### config.mk
export PLATFORM = sky130hd
export DESIGN_NAME = mux_operand_skid
export DESIGN_NICKNAME = d
export VERILOG_FILES = /design/src/rtl/mux_operand_skid.sv
export SDC_FILE = /design/constraint.sdc
export NUM_CORES = 1
export LEC_CHECK = 0
export CORE_ASPECT_RATIO = 0.75
export CORE_MARGIN = 5
export CORE_UTILIZATION = 49
export DETAILED_ROUTE_END_ITERATION = 8
export PLACE_DENSITY_LB_ADDON = 0.05
export SYNTH_ARGS = -nofsm -noshare
export SYNTH_HDL_FRONTEND = slang
export SYNTH_SLANG_ARGS = --single-unit
### constraint.sdc
create_clock -name clk -period 1.95 [get_ports clk]
set_clock_uncertainty 0.1 [all_clocks]
set_input_delay 0.585 -clock clk [delete_from_list [all_inputs] [get_ports clk]]
set_output_delay 0.585 -clock clk [all_outputs]
set_load 0.1 [all_outputs]
### src/rtl/mux_operand_skid.sv
// Two-entry skid buffer delivering registered {sel, a, b, c} operand beats to the
// mux datapath, with a saturating count of beats handed downstream.
module mux_operand_skid #(
  parameter int WIDTH     = 1,
  parameter int CNT_WIDTH = 8
) (
  input  logic                 clk,
  input  logic                 rst_n,
  input  logic                 in_valid,
  output logic                 in_ready,
  input  logic                 in_sel,
  input  logic [WIDTH-1:0]     in_a,
  input  logic [WIDTH-1:0]     in_b,
  input  logic [WIDTH-1:0]     in_c,
  output logic                 out_valid,
  input  logic                 out_ready,
  output logic                 out_sel,
  output logic [WIDTH-1:0]     out_a,
  output logic [WIDTH-1:0]     out_b,
  output logic [WIDTH-1:0]     out_c,
  output logic [CNT_WIDTH-1:0] beat_count
);

  localparam int PW = 3 * WIDTH + 1;

  typedef enum logic [1:0] {
    EMPTY = 2'd0,
    BUSY  = 2'd1,
    FULL  = 2'd2
  } state_t;

  state_t               state_q, state_d;
  logic [PW-1:0]        out_q, out_d;
  logic [PW-1:0]        skid_q, skid_d;
  logic [CNT_WIDTH-1:0] cnt_q, cnt_d;
  logic                 in_ready_q, in_ready_d;
  logic                 out_valid_q, out_valid_d;

  logic [PW-1:0] in_payload;
  logic          in_xfer;
  logic          out_xfer;

  assign in_payload = {in_sel, in_a, in_b, in_c};
  assign in_xfer    = in_valid && in_ready_q;
  assign out_xfer   = out_valid_q && out_ready;

  always_comb begin
    state_d = state_q;
    out_d   = out_q;
    skid_d  = skid_q;
    cnt_d   = cnt_q;
    unique case (state_q)
      EMPTY: begin
        if (in_xfer) begin
          out_d   = in_payload;
          state_d = BUSY;
        end
      end
      BUSY: begin
        if (in_xfer && out_xfer) begin
          out_d = in_payload;
        end else if (in_xfer) begin
          skid_d  = in_payload;
          state_d = FULL;
        end else if (out_xfer) begin
          state_d = EMPTY;
        end
      end
      FULL: begin
        // in_ready is low here, so any input attempt is ignored
        if (out_xfer) begin
          out_d   = skid_q;
          state_d = BUSY;
        end
      end
      default: state_d = EMPTY;
    endcase
    if (out_xfer && (cnt_q != {CNT_WIDTH{1'b1}})) begin
      cnt_d = cnt_q + 1'b1;
    end
  end

  // Handshake outputs come from their own flops, decoded from the next state
  assign in_ready_d  = (state_d != FULL);
  assign out_valid_d = (state_d != EMPTY);

  always_ff @(posedge clk) begin
    if (!rst_n) begin
      state_q     <= EMPTY;
      out_q       <= '0;
      skid_q      <= '0;
      cnt_q       <= '0;
      in_ready_q  <= 1'b1;
      out_valid_q <= 1'b0;
    end else begin
      state_q     <= state_d;
      out_q       <= out_d;
      skid_q      <= skid_d;
      cnt_q       <= cnt_d;
      in_ready_q  <= in_ready_d;
      out_valid_q <= out_valid_d;
    end
  end

  assign in_ready   = in_ready_q;
  assign out_valid  = out_valid_q;
  assign {out_sel, out_a, out_b, out_c} = out_q;
  assign beat_count = cnt_q;

endmodule
==> metrics.txt <==
share of layout cells above drive strength 1=0.239; area leader, netlist=dfxtp_1; antenna viol nets, final=0; clock root buffer=clkbuf_4; DRC=0; dominant cells by area after synthesis=dfxtp_1 39%, a211oi_1 8.1%, mux2i_1 6.9%, a21oi_1 3.9%, nand2_1 3.3%; drt wl/cell=around 15 um; die width=approximately 63 um; achievable frequency=~560 MHz; port bufs=21; I/O pin count=22; Yosys reg bits=20; top cell type's share of synthesized area=0.394; Setup Crit Path Kind=input port to register; most common cell in the netlist=dfxtp_1; Core Util, Final=0.719; Fin. Hold Viols=0; Worst-Skew Late Latency=around 0.31 ns; syn nets=between 100 and 150; DR vias/cell=about 5.8; clock sink count=20; Avg Cell Area, Syn=~9 um^2; largest net degree at the start of global routing=18; asr flop ratio synth=0; postcts setup bufs=0; hold bufs inserted after CTS=0; global route total overflow=0; number of fill cells=around 160; GRT Util Overall=0.162; worst hold slack=0.393 ns; number of CTS-inserted buffers=3; Worst EP arrival=about 1.9 ns; 1st-pass router iterations=4; routed via count=917; outcome=complete, no violations; GP Congestion=between 0.7 and 0.8; global-route wire length before repair=4.00 mm; antenna diode count=0; static leakage=~0.56 nW; Net count, final=144; vias in the first global route=783; CTS tree=yes; clock transition at the registers of the reported paths=~0.11 ns; max-cap violations=0; Min Clock Period, post-route=1.78 ns; max-slew violations=0; Total Power=1.14 mW; Initial Util=0.509; Die ar.=approximately 3100 um^2; Slew headroom=0.765; H-tree depth=1; Area Growth Syn to Fin=41.1%; Setup violations, final=0; Worst Path Max Fanout=9; Worst Slack Setup Final=~0.17 ns; row cnt=14; Core Region=2000 um^2; Post-synth EDFFs=0; final cycle utilization of the critical path=0.915; Resize count post-CTS=0; pwr/cell area=about 800 nW/um^2; Mapped Cells=110; setup TNS=0 ns; initial antenna violation count=0; top_reg_cell synth=dfxtp_1; DRT Wirelength=2.43 mm; sequential area share after synthesis=0.394; synth unique cells=37; VDD IR max=between 0.6 and 0.7 mV; top cells by count, synth=20 x dfxtp_1, 11 x a211oi_1, 9 x nand2_1; unrepaired setup endpoints after global routing=false; Post-Synthesis Cell Area=~1000 um^2; Synth Warn #=0; Max clock buf depth=2; CP Launch Type=input port; CP required=2.04 ns; die height=49.5 um; CP endpoint kind=register; 1st-iter DRT viols=42; Min-Delay Path Class=register to register; dpl hpwl=1.81 mm; dpl ws=-0.156 ns; Slew @ Worst Pin=0.351 ns
==> worst max-delay path, cell delays in order <==
cell             delay, ns
clkdlybuf4s50_1       0.63
nand2_1               0.19
o22ai_1               0.35
a211oi_1              0.13
==> state kept, by name (all words and copies together), names as in the netlist <==
name        cells
skid_q          4
state_q         2
beat_count      8
out_valid       1
in_ready        1
out_q           4
==> worst paths after layout <==
check                                end  depth (start not counted)  slack (ns)              startpoint
setup / recovery   out_q[1]$_SDFFE_PN0P_                          4        0.17               out_ready
hold / removal    skid_q[3]$_SDFFE_PN0P_                          2        0.39  skid_q[3]$_SDFFE_PN0P_
setup reg to reg   out_q[0]$_SDFFE_PN0P_                          4        0.42   state_q[1]$_SDFF_PN0_
hold reg to reg   skid_q[3]$_SDFFE_PN0P_                          2        0.39  skid_q[3]$_SDFFE_PN0P_
==> placed cells by master, fill, tap and decap left out, types with 2 or more instances in the layout <==
master           Yosys  layout
dfxtp_1             20      17
buf_12               0      14
a211oi_1            11      11
nand2_1              9       9
a21oi_1              8       8
mux2i_1              7       7
clkdlybuf4s50_1      0       7
buf_4                2       7
nand3_1              6       6
o21ai_1              4       4
and3_1               3       3
and4_1               3       3
nand2b_1             3       3
nor3_1               3       3
dfxtp_2              0       3
clkbuf_4             0       3
nand4_1              2       2
a31oi_1              2       2
and4b_1              2       2
==> layout make-up <==
type	instances	area, um^2	share of cell area
multi-input combinational	80	554	0.386
inverter	2	7.51	0.00523
clock buffer	4	36.3	0.0253
timing repair buffer	28	403	0.281
tap	24	30.0	0.0209
sequential	20	404	0.282
==> report_power, final <==
group	internal [mW]	switching (mW)
registers	0.442	0.0467
clock network	0.114	0.132
logic	0.164	0.246
==> logic make-up after synthesis <==
group | after synthesis | synth area share
buffers and inverters | 10 | 0.0615
muxes | 8 | 0.0836
AOI/OAI and AO/OA | 36 | 0.251
adders and majority gates | 1 | 0.0123
DFF | 20 | 0.394
and+or+nand+nor | 35 | 0.198
==> metal layers <==
metal | track usage | share of wire
met5 | 0 | 0
met4 | 0.0424 | 0.0054
met3 | 0.0636 | 0.064
met2 | 0.191 | 0.39
met1 | 0.257 | 0.54
==> metrics by stage <==
| stage | std cells | area (um^2) |
|---|---|---|
| after global placement | 154 | 1400 |
| after CTS | 158 | 1440 |
| after global routing | 158 | 1440 |
| final | 158 | 1440 |
| after floorplan | 110 | 1020 |
| after detailed placement | 154 | 1400 |
Power figures use the tool's default switching activity.
